## src/rtl/immediate_generate_pipe.sv

```systemverilog
// Pipelined immediate generator for the ID stage.
// Forms the immediate for every format from instruction bits [31:7], widens it
// to XLEN and passes it through STAGES register stages under valid/stall/flush
// control from the hazard unit.
module immediate_generate_pipe #(
    parameter int XLEN   = 32,  // 32 or 64
    parameter int STAGES = 1    // 0, 1 or 2
) (
    input  logic            CLK,
    input  logic            RESET,
    input  logic [24:0]     IN,
    input  logic [2:0]      IMM_SEL,
    input  logic            VALID_IN,
    input  logic            STALL,
    input  logic            FLUSH,
    output logic [XLEN-1:0] OUT,
    output logic            VALID_OUT,
    output logic            SHAMT_ERR
);

    localparam logic [2:0] SEL_U          = 3'b000;
    localparam logic [2:0] SEL_J          = 3'b001;
    localparam logic [2:0] SEL_S          = 3'b010;
    localparam logic [2:0] SEL_B          = 3'b011;
    localparam logic [2:0] SEL_I_SIGNED   = 3'b100;
    localparam logic [2:0] SEL_I_SHIFT    = 3'b101;
    localparam logic [2:0] SEL_I_UNSIGNED = 3'b110;
    localparam logic [2:0] SEL_CSR_ZIMM   = 3'b111;

    logic [31:0]     imm32_next;
    logic            sext_next;
    logic            err_next;
    logic [XLEN-1:0] imm_next;

    // Form the 32-bit immediate and note whether it extends with its sign.
    always_comb begin
        imm32_next = '0;
        sext_next  = 1'b0;
        err_next   = 1'b0;
        case (IMM_SEL)
            SEL_U: begin
                imm32_next = {IN[24:5], 12'b0};
                sext_next  = 1'b1;
            end
            SEL_J: begin
                imm32_next = {{11{IN[24]}}, IN[24], IN[12:5], IN[13], IN[23:14], 1'b0};
                sext_next  = 1'b1;
            end
            SEL_S: begin
                imm32_next = {{20{IN[24]}}, IN[24:18], IN[4:0]};
                sext_next  = 1'b1;
            end
            SEL_B: begin
                imm32_next = {{19{IN[24]}}, IN[24], IN[0], IN[23:18], IN[4:1], 1'b0};
                sext_next  = 1'b1;
            end
            SEL_I_SIGNED: begin
                imm32_next = {{20{IN[24]}}, IN[24:13]};
                sext_next  = 1'b1;
            end
            SEL_I_SHIFT: begin
                // RV64 uses a 6-bit shamt; in RV32 the sixth bit is reserved.
                if (XLEN == 64) begin
                    imm32_next = {26'b0, IN[18:13]};
                end else begin
                    imm32_next = {27'b0, IN[17:13]};
                    err_next   = IN[18];
                end
            end
            SEL_I_UNSIGNED: begin
                imm32_next = {20'b0, IN[24:13]};
            end
            SEL_CSR_ZIMM: begin
                imm32_next = {27'b0, IN[12:8]};
            end
            default: begin
                imm32_next = '0;
            end
        endcase
    end

    // Widen to XLEN: fill the upper bits with the sign only for signed formats.
    always_comb begin
        imm_next       = {XLEN{sext_next & imm32_next[31]}};
        imm_next[31:0] = imm32_next;
    end

    // Link index 0 is the formed value; index n+1 is the output of stage n.
    logic [XLEN-1:0] data_link  [STAGES+1];
    logic            valid_link [STAGES+1];
    logic            err_link   [STAGES+1];

    assign data_link[0]  = imm_next;
    assign valid_link[0] = VALID_IN;
    assign err_link[0]   = err_next;

    genvar gi;
    generate
        for (gi = 0; gi < STAGES; gi++) begin : g_stage
            logic [XLEN-1:0] data_reg;
            logic            valid_reg;
            logic            err_reg;

            // Stage register: reset clears all, flush kills valid, stall holds.
            always_ff @(posedge CLK) begin
                if (RESET) begin
                    valid_reg <= 1'b0;
                    data_reg  <= '0;
                    err_reg   <= 1'b0;
                end else if (FLUSH) begin
                    valid_reg <= 1'b0;
                end else if (!STALL) begin
                    valid_reg <= valid_link[gi];
                    data_reg  <= data_link[gi];
                    err_reg   <= err_link[gi];
                end
            end

            assign data_link[gi+1]  = data_reg;
            assign valid_link[gi+1] = valid_reg;
            assign err_link[gi+1]   = err_reg;
        end
    endgenerate

    logic live;

    generate
        if (STAGES == 0) begin : g_comb_valid
            assign live = VALID_IN & ~FLUSH & ~RESET;
        end else begin : g_reg_valid
            assign live = valid_link[STAGES];
        end
    endgenerate

    // Dead entries (bubbles, flushed slots) never expose stale data.
    assign VALID_OUT = live;
    assign OUT       = live ? data_link[STAGES] : '0;
    assign SHAMT_ERR = live & err_link[STAGES];

endmodule

```

## config.mk

```make
export PLATFORM = sky130hd
export DESIGN_NAME = immediate_generate_pipe
export DESIGN_NICKNAME = d
export VERILOG_FILES = /design/src/rtl/immediate_generate_pipe.sv
export SDC_FILE = /design/constraint.sdc
export NUM_CORES = 1
export LEC_CHECK = 0
export CORE_MARGIN = 2
export CORE_UTILIZATION = 49
export CTS_BUF_LIST = sky130_fd_sc_hd__clkbuf_8
export DETAILED_ROUTE_END_ITERATION = 10
export GPL_ROUTABILITY_DRIVEN = 0
export PLACE_DENSITY = 0.88
export SYNTH_ARGS = -nofsm -noshare
export SYNTH_HDL_FRONTEND = slang
export SYNTH_SLANG_ARGS = --single-unit
```

## constraint.sdc

```tcl
create_clock -name CLK -period 2.05 [get_ports CLK]
set_clock_uncertainty 0.1 [all_clocks]
set_input_delay 0.41 -clock CLK [delete_from_list [all_inputs] [get_ports CLK]]
set_output_delay 0.41 -clock CLK [all_outputs]
set_load 0.05 [all_outputs]
```

### Word level (Yosys, flattened, before mapping)

Index checks and enable logic that the tools add are counted.

* register bits: 34
* bits of input ports: 33
* output and inout port bits: 34
* logic and storage cells: 19

* equality and inequality tests: 7
* mux-type cells: 3
* bitwise operators: 3
* reduce and logical (&&, ||, !) cells: 3

Operators by type and width (number)
* $pmux W32 S8: 1
* $mux W32: 1
* $eq A3 B3 Y1 const B: 4
* $eq A3 B2 Y1 const B: 2
* $eq A3 B1 Y1 const B: 1
* $logic_not A3 Y1: 1
* $not A1 Y1: 2
* $reduce_and A2 Y1: 1
* $reduce_or A2 Y1: 1
* $and A1 B1 Y1: 1
* $mux W1: 1

### Logic depth before layout (Yosys ltp)

Gate-level depths: netlist of run 1.

* depth after elaboration: 2
* mapped depth: 6
* depth with buffers taken out: 4

### Least setup slack after synthesis of run 1

OpenSTA, ideal clock, no wires.

* kind: flip-flop to output port
* start point: register g_stage[0].valid_reg (netlist: VALID_OUT)
* end point: output OUT[18]
* data arrival time: 1.387 ns
* required time: 1.540 ns
* slack: 0.153 ns
* stages on the path, launching flop included: 3
* cells stage by stage: dfxtp_1 -> clkbuf_1 -> and2_1

* cells in the longest elaborated chain, start to end: 1

RTL lines
* start: declaration: line 101 `logic valid_reg;`
* start signal: assignment: line 113 `valid_reg <= valid_link[gi];`
* $mux W32: line 137 `assign OUT = live ? data_link[STAGES] : '0;`
* end: declaration: line 16 `output logic [XLEN-1:0] OUT,`

No other way between the ends.

### Final worst setup path of run 1

* start point: input IMM_SEL[1]
* end point: register g_stage[0].data_reg[4]

* cells in the longest elaborated chain, start to end: 2
* elaborated cells between the ends (all ways): 9
* those cells by class: eq/ne (7); mux (1); reduce/logical (1)

RTL lines
* start: declaration: line 12 `input logic [2:0] IMM_SEL,`
* $eq A3 B3 Y1, or another cell as far along: line 40 `case (IMM_SEL)`
* $pmux W32 S8 *: line 40
* end signal: assignment: line 114 `data_reg <= data_link[gi];`
* end: declaration: line 100 `logic [XLEN-1:0] data_reg;`

Every way passes the cells marked *; elsewhere a longest branch is shown, timed or not.
A chain may end at the register's enable or synchronous reset.

==> impl_metrics.xml, run 1 <==
<?xml version="1.0" encoding="UTF-8"?>
<metrics>
  <group name="synthesis">
    <metric name="mappedNetlistArea" unit="um^2">1768</metric>
    <metric name="netlist_instances" unit="">207</metric>
    <metric name="ys_warn_count" unit="">0</metric>
    <metric name="synth_largest_type_area_fraction" unit="%">38.50</metric>
    <metric name="post_synth.cell_area_avg" unit="um^2">8.541</metric>
    <metric name="synth.net_count" unit="">240</metric>
    <metric name="yosysSeqAreaShare" unit="%">38.50</metric>
    <metric name="ys_seq_elements" unit="">34</metric>
    <metric name="synth_top_area_cell" unit="">dfxtp_1</metric>
    <metric name="ys_top_cells_by_area" unit="">dfxtp_1, and2_1, a211oi_2</metric>
    <metric name="yosys.cell_types.count" unit="">32</metric>
  </group>
  <group name="global_route">
    <metric name="grt_use_total" unit="%">26.74</metric>
    <metric name="first_global_vias" unit="">1721</metric>
    <metric name="grt_max_degree" unit="">20</metric>
    <metric name="grt-ovfl-total" unit="">0</metric>
    <metric name="grt_pass1_wl" unit="um">8376</metric>
    <metric name="number_of_antenna_violations_at_the_first_check_in_global_routing" unit="">0</metric>
  </group>
  <group name="drt">
    <metric name="route.detailed.wl_per_inst" unit="um">15.64</metric>
    <metric name="dr.pass1.iters" unit="">4</metric>
    <metric name="antenna_left" unit="">0</metric>
    <metric name="drtIter0Drc" unit="">94</metric>
    <metric name="route.vias.total" unit="">1792</metric>
    <metric name="drc" unit="">0</metric>
    <metric name="post_drt_via_cell_ratio" unit="">5.497</metric>
    <metric name="drt-total-wl" unit="um">5099</metric>
  </group>
  <group name="power">
    <metric name="maximum_resistive_drop_on_vdd" unit="uV">382.1</metric>
    <metric name="leakagePower" unit="uW">0.001113</metric>
    <metric name="power_density" unit="nW/um^2">503.1</metric>
    <metric name="design_power_total" unit="uW">1492</metric>
  </group>
  <group name="final_layout">
    <metric name="largest_register_ff_count" unit="">32</metric>
    <metric name="drive_above_1_share" unit="%">26.43</metric>
    <metric name="fill_cells" unit="">146</metric>
    <metric name="flow.area_growth_from_synthesis" unit="%">67.73</metric>
    <metric name="layout_commonest_cell" unit="">buf_12</metric>
    <metric name="antenna-diode-count" unit="">0</metric>
    <metric name="nets" unit="">313</metric>
    <metric name="layoutNonFillerInstCount" unit="">326</metric>
    <metric name="final_cell_area" unit="um^2">2965</metric>
    <metric name="layout.cells.most_common_list" unit="">buf_12, dfxtp_1, and2_1</metric>
  </group>
  <group name="sta">
    <metric name="timing_hold_violations_final" unit="">0</metric>
    <metric name="finalWorstSetupSlack" unit="ns">0.2051</metric>
    <metric name="post-route-period-util" unit="%">90.00</metric>
    <metric name="drv_slew" unit="">0</metric>
    <metric name="fin_setup_tns" unit="ns">0</metric>
    <metric name="min_period" unit="ns">1.845</metric>
    <metric name="unrepaired_setup_endpoints_after_global_routing" unit="">false</metric>
    <metric name="worst_slew_margin_rel" unit="%">69.43</metric>
    <metric name="setup_viol" unit="">0</metric>
    <metric name="max_clock_freq" unit="MHz">542.0</metric>
    <metric name="worst-slew-pin-transition" unit="ns">0.4586</metric>
  </group>
  <group name="place">
    <metric name="detailed_place.area" unit="um^2">2889</metric>
    <metric name="buffer_ports.inserted" unit="">66</metric>
    <metric name="pre_cts_slack" unit="ns">-0.04881</metric>
    <metric name="dp.final_hpwl" unit="um">3956</metric>
    <metric name="placed_cells" unit="">319</metric>
  </group>
  <group name="cts">
    <metric name="hold_buffers" unit="">0</metric>
    <metric name="post_cts_buffers" unit="">0</metric>
    <metric name="cts_tree" unit="">built</metric>
    <metric name="clk_root_buffer_cell" unit="">clkbuf_8</metric>
    <metric name="post_cts_resize_count" unit="">0</metric>
    <metric name="maximum_level_of_the_cts_h_tree" unit="">2</metric>
    <metric name="worst_skew_pair.late_latency" unit="ns">0.28</metric>
    <metric name="max-clock-path-buffers" unit="">2</metric>
    <metric name="worst_setup_hold_path_clk_slew" unit="ns">0.07</metric>
    <metric name="cts_buffers" unit="">5</metric>
    <metric name="cts.sink_count" unit="">34</metric>
  </group>
  <group name="worst_setup_path">
    <metric name="reg2reg_to" unit="">VALID_OUT</metric>
    <metric name="critical_path_required" unit="ns">2.12</metric>
    <metric name="slowest_stage" unit="">clkdlybuf4s50_1</metric>
    <metric name="crit_path_end_kind" unit="">register</metric>
    <metric name="crit_chain" unit="">clkdlybuf4s50_1 &gt; and2_1 &gt; a32o_1 &gt; a221oi_1 &gt; o21ai_1</metric>
    <metric name="timing.critical_path.from_type" unit="">input pin</metric>
    <metric name="reg2reg_setup_slack" unit="ns">1.12</metric>
    <metric name="timing.critical_path.slowest_cell_delay" unit="ns">0.56</metric>
    <metric name="ff2ff_path_depth" unit="">3</metric>
    <metric name="crit-reg2reg-launch" unit="">VALID_OUT</metric>
    <metric name="setup.worst_path.end" unit="">g_stage[0].data_reg[4]</metric>
    <metric name="path_max_fanout" unit="">6</metric>
    <metric name="timing.critical_path.from" unit="">IMM_SEL[1]</metric>
    <metric name="criticalPathCategory" unit="">in -&gt; reg</metric>
    <metric name="crit_arrival" unit="ns">1.91</metric>
  </group>
  <group name="outcome">
    <metric name="outcome" unit="">finished, final reports clean</metric>
  </group>
  <group name="die">
    <metric name="fp.coreArea" unit="um^2">3390</metric>
    <metric name="die_width" unit="um">64.07</metric>
    <metric name="row_count" unit="">21</metric>
    <metric name="fp.dieArea" unit="um^2">4104</metric>
    <metric name="io_pins" unit="">67</metric>
    <metric name="fp.dieH" unit="um">64.07</metric>
    <metric name="floorplan.initialDensity" unit="%">52.16</metric>
  </group>
  <group name="run">
    <metric name="max_cap_violations" unit="">0</metric>
  </group>
  <group name="min_path">
    <metric name="worst_hold_class" unit="">reg -&gt; reg</metric>
  </group>
</metrics>
layer usage:
layer  track usage [%]  routed length [um]
met4             8.152                  70
met2             46.48                2692
met5                 0                   0
met3             6.866                 350
met1             32.15                1985
cells in the mapped netlist:
library cell and number:
or2_1 1, a21o_1 1, a211oi_2 9, buf_2 3, a32o_1 4, a211oi_1 11, nand3b_1 4, or3_4 1
a21oi_2 2, buf_4 2, nor2_2 2, nor2b_2 1, o21ai_1 4, nand2b_1 1, buf_6 4, a211oi_4 1
dfxtp_1 34, o21ai_0 4, nor3_1 3, xnor2_1 1, nand2_1 22, nor3_4 1, a21oi_1 3, a221oi_1 4
a22oi_1 6, nand3_1 1, mux2i_1 2, nand4_1 1, nor2_1 30, and2_1 34, clkbuf_1 8, nor2b_1 2
logic make-up (layout without fill, tap and decap cells):
family,count (synthesis),after routing,synth area share (%)
flip-flops,34,34,38.50
buffers and inverters,17,90,5.944
AO/OA/AOI/OAI,49,49,23.50
XOR/XNOR,1,1,0.4955
AND/OR/NAND/NOR,104,104,30.43
multiplexers,2,2,1.132
power by group:
| group | internal [uW] | switching (uW) |
|---|---|---|
| clock | 224 | 233 |
| sequential | 698 | 18.8 |
| combinational | 160 | 159 |
area by class of cell:
class / instances / area (um^2) / share of cell area, %
clock buffer: 5 / 68.82 / 2.321
clock inverter: 2 / 7.507 / 0.2532
multi-input combinational: 156 / 984.7 / 33.21
sequential: 34 / 680.7 / 22.95
tap: 46 / 57.56 / 1.941
timing repair buffer: 83 / 1166 / 39.33
worst min path at each step:
stage          slack (ns)                  to  depth (start not counted)                from
3_5_place_dp         0.35  g_stage[0].err_reg                          2  g_stage[0].err_reg
6_report             0.36  g_stage[0].err_reg                          2  g_stage[0].err_reg
4_1_cts              0.36  g_stage[0].err_reg                          2  g_stage[0].err_reg
3_3_place_gp         0.34  g_stage[0].err_reg                          2  g_stage[0].err_reg
2_1_floorplan        0.33  g_stage[0].err_reg                          2  g_stage[0].err_reg
5_1_grt              0.40  g_stage[0].err_reg                          2  g_stage[0].err_reg
worst max-delay path, delay by kind of cell:
family                 cells  cell delay, ns
AO/OA/AOI/OAI              3            0.67
buffers and inverters      1            0.56
AND/OR/NAND/NOR            1            0.27
metrics by stage:
| step | hold WS, ns | utilization, % |
|---|---|---|
| floorplan | 0.3273 | - |
| global placement | 0.3372 | 85.23 |
| finish | 0.3567 | 87.49 |
| global route | 0.4001 | 87.49 |
| detailed placement | 0.3546 | 85.23 |
| CTS | 0.3629 | 87.49 |
Power figures use the tool's default switching activity.
==> run 2: changes to the inputs <==
--- a/config.mk
+++ b/config.mk
@@ -11,6 +11,7 @@
 export DETAILED_ROUTE_END_ITERATION = 10
 export GPL_ROUTABILITY_DRIVEN = 0
 export PLACE_DENSITY = 0.88
+export SKIP_LAST_GASP = 1
 export SYNTH_ARGS = -nofsm -noshare
 export SYNTH_HDL_FRONTEND = slang
 export SYNTH_SLANG_ARGS = --single-unit
==> results of run 2 <==
The final DEF is identical to that of run 1; final timing and power are the same.
==> run 3: changes to the inputs <==
--- a/config.mk
+++ b/config.mk
@@ -6,11 +6,11 @@
 export NUM_CORES = 1
 export LEC_CHECK = 0
 export CORE_MARGIN = 2
-export CORE_UTILIZATION = 49
+export CORE_UTILIZATION = 50
 export CTS_BUF_LIST = sky130_fd_sc_hd__clkbuf_8
 export DETAILED_ROUTE_END_ITERATION = 10
+export DONT_BUFFER_PORTS = 1
 export GPL_ROUTABILITY_DRIVEN = 0
-export PLACE_DENSITY = 0.88
 export SKIP_LAST_GASP = 1
 export SYNTH_ARGS = -nofsm -noshare
 export SYNTH_HDL_FRONTEND = slang
==> run 3 against run 2 <==
  * Clock-buffer cell count is 1 higher
  * Critical endpoint is now OUT[27]
  * Clock power is 11% higher
  * Flip-flop and latch count stayed put
  * Fmax is 3.8% higher
==> impl_metrics.xml, run 3 (synthesis results as in run 1) <==
<?xml version="1.0" encoding="UTF-8"?>
<metrics>
  <group name="sta">
    <metric name="post-route-period-util" unit="%">86.72</metric>
    <metric name="fin_setup_tns" unit="ns">0</metric>
    <metric name="min_period" unit="ns">1.778</metric>
    <metric name="setup_viol" unit="">0</metric>
    <metric name="max_clock_freq" unit="MHz">562.5</metric>
    <metric name="unrepaired_setup_endpoints_after_global_routing" unit="">false</metric>
    <metric name="drv_slew" unit="">0</metric>
    <metric name="worst_slew_margin_rel" unit="%">56.64</metric>
    <metric name="timing_hold_violations_final" unit="">0</metric>
    <metric name="worst-slew-pin-transition" unit="ns">0.6483</metric>
  </group>
  <group name="worst_setup_path">
    <metric name="crit_arrival" unit="ns">1.27</metric>
    <metric name="ff2ff_path_depth" unit="">3</metric>
    <metric name="path_max_fanout" unit="">35</metric>
    <metric name="timing.critical_path.from_type" unit="">register</metric>
    <metric name="reg2reg_setup_slack" unit="ns">1.03</metric>
    <metric name="criticalPathCategory" unit="">reg -&gt; out</metric>
    <metric name="critical_path_required" unit="ns">1.54</metric>
    <metric name="crit_path_end_kind" unit="">primary output</metric>
    <metric name="reg2reg_to" unit="">VALID_OUT</metric>
    <metric name="crit-reg2reg-launch" unit="">VALID_OUT</metric>
  </group>
  <group name="power">
    <metric name="power_density" unit="nW/um^2">565.0</metric>
    <metric name="maximum_resistive_drop_on_vdd" unit="uV">470.5</metric>
    <metric name="leakagePower" unit="uW">0.0009113</metric>
  </group>
  <group name="global_route">
    <metric name="first_global_vias" unit="">1595</metric>
    <metric name="grt_use_total" unit="%">24.67</metric>
    <metric name="grt-ovfl-total" unit="">0</metric>
    <metric name="grt_max_degree" unit="">36</metric>
    <metric name="number_of_antenna_violations_at_the_first_check_in_global_routing" unit="">0</metric>
    <metric name="grt_pass1_wl" unit="um">7693</metric>
  </group>
  <group name="die">
    <metric name="floorplan.initialDensity" unit="%">52.57</metric>
    <metric name="io_pins" unit="">67</metric>
    <metric name="fp.coreArea" unit="um^2">3363</metric>
    <metric name="die_width" unit="um">63.47</metric>
    <metric name="row_count" unit="">21</metric>
    <metric name="fp.dieH" unit="um">63.47</metric>
    <metric name="fp.dieArea" unit="um^2">4028</metric>
  </group>
  <group name="drt">
    <metric name="dr.pass1.iters" unit="">4</metric>
    <metric name="post_drt_via_cell_ratio" unit="">5.765</metric>
    <metric name="route.vias.total" unit="">1620</metric>
    <metric name="drc" unit="">0</metric>
    <metric name="drtIter0Drc" unit="">81</metric>
    <metric name="route.detailed.wl_per_inst" unit="um">16.95</metric>
    <metric name="antenna_left" unit="">0</metric>
    <metric name="drt-total-wl" unit="um">4762</metric>
  </group>
  <group name="place">
    <metric name="buffer_ports.inserted" unit="">0</metric>
    <metric name="detailed_place.area" unit="um^2">2411</metric>
    <metric name="dp.final_hpwl" unit="um">3506</metric>
  </group>
  <group name="final_layout">
    <metric name="layout.area.seq" unit="um^2">680.7</metric>
    <metric name="final_cell_area" unit="um^2">2502</metric>
    <metric name="layout.cells.most_common_list" unit="">dfxtp_1, and2_1, buf_12</metric>
    <metric name="drive_above_1_share" unit="%">25.96</metric>
    <metric name="largest_register_ff_count" unit="">32</metric>
    <metric name="multi_input_comb_area" unit="um^2">982.2</metric>
    <metric name="nets" unit="">267</metric>
    <metric name="antenna-diode-count" unit="">0</metric>
    <metric name="fill_cells" unit="">268</metric>
    <metric name="flow.area_growth_from_synthesis" unit="%">41.54</metric>
  </group>
  <group name="cts">
    <metric name="clk_root_buffer_cell" unit="">clkbuf_8</metric>
    <metric name="post_cts_buffers" unit="">0</metric>
    <metric name="worst_skew_pair.late_latency" unit="ns">0.28</metric>
    <metric name="cts_buffers" unit="">5</metric>
    <metric name="hold_buffers" unit="">0</metric>
    <metric name="post_cts_resize_count" unit="">0</metric>
    <metric name="cts.sink_count" unit="">34</metric>
    <metric name="cts_tree" unit="">built</metric>
    <metric name="max-clock-path-buffers" unit="">2</metric>
    <metric name="worst_setup_hold_path_clk_slew" unit="ns">0.07</metric>
    <metric name="maximum_level_of_the_cts_h_tree" unit="">2</metric>
  </group>
  <group name="outcome">
    <metric name="outcome" unit="">finished, final reports clean</metric>
  </group>
  <group name="min_path">
    <metric name="holdPathEnd" unit="">VALID_OUT</metric>
    <metric name="worst_hold_path.num_cells" unit="">1</metric>
    <metric name="worst_hold_class" unit="">in -&gt; reg</metric>
    <metric name="min_from" unit="">FLUSH</metric>
  </group>
  <group name="run">
    <metric name="max_cap_violations" unit="">0</metric>
  </group>
</metrics>
## run 3: cell count changes in the layout (fill, tap and decap cells not counted), sizes merged
cell	delta
inv	-1
buf	-14
clkinv	+1
clkdlybuf4s50	-32
clkbuf	+1
## run 3: layer usage
metal	track usage, %	wire [um]
met1	30.30	1881
met2	38.95	2300
met3	8.393	470
met4	11.14	109
met5	0	0
## run 3: worst max-delay path by stage
stage                     startpoint                      to  slack (ns)  cells past startpoint
after global placement         STALL  g_stage[0].data_reg[8]        0.43                      4
final                      VALID_OUT                 OUT[27]        0.27                      3
after CTS                  VALID_OUT                  OUT[0]        0.26                      3
after detailed placement       STALL  g_stage[0].data_reg[9]        0.36                      4
after floorplan            VALID_OUT                 OUT[18]        0.15                      2
after global routing       VALID_OUT                 OUT[27]        0.19                      3
## run 3: area by class of cell
type                            count  area share (%)
Multi-Input combinational cell    156           39.25
Timing Repair Buffer               37           27.60
Sequential cell                    34           27.20
Clock buffer                        6           3.300
Tap cell                           46           2.300
Clock inverter                      2          0.3500
## run 3: worst max-delay path, stage by stage, from the launching register on
cell     delay, ns
dfxtp_1       0.32
buf_4         0.27
and2_1        0.24
buf_12        0.15
## run 3: through the flow
| stage | power [uW] | hold WS (ns) | util [%] | cells | worst slack [ns] |
|---|---|---|---|---|---|
| after floorplan | 892.7 | 0.3273 | - | 207 | 0.1532 |
| after global placement | 908.4 | 0.3462 | 71.69 | 273 | 0.4305 |
| after detailed placement | 918.5 | 0.3441 | 71.69 | 273 | 0.3646 |
| after CTS | 1414 | 0.07963 | 74.40 | 281 | 0.2563 |
| after global routing | 1456 | 0.07292 | 74.40 | 281 | 0.1946 |
| final | 1414 | 0.09705 | 74.40 | 281 | 0.2723 |
## run 3: report_power, final
group          leakage, uW  internal (uW)  switching (uW)
clock            0.0000524            266             242
combinational     0.000580           81.7             108
sequential        0.000279            698            18.5
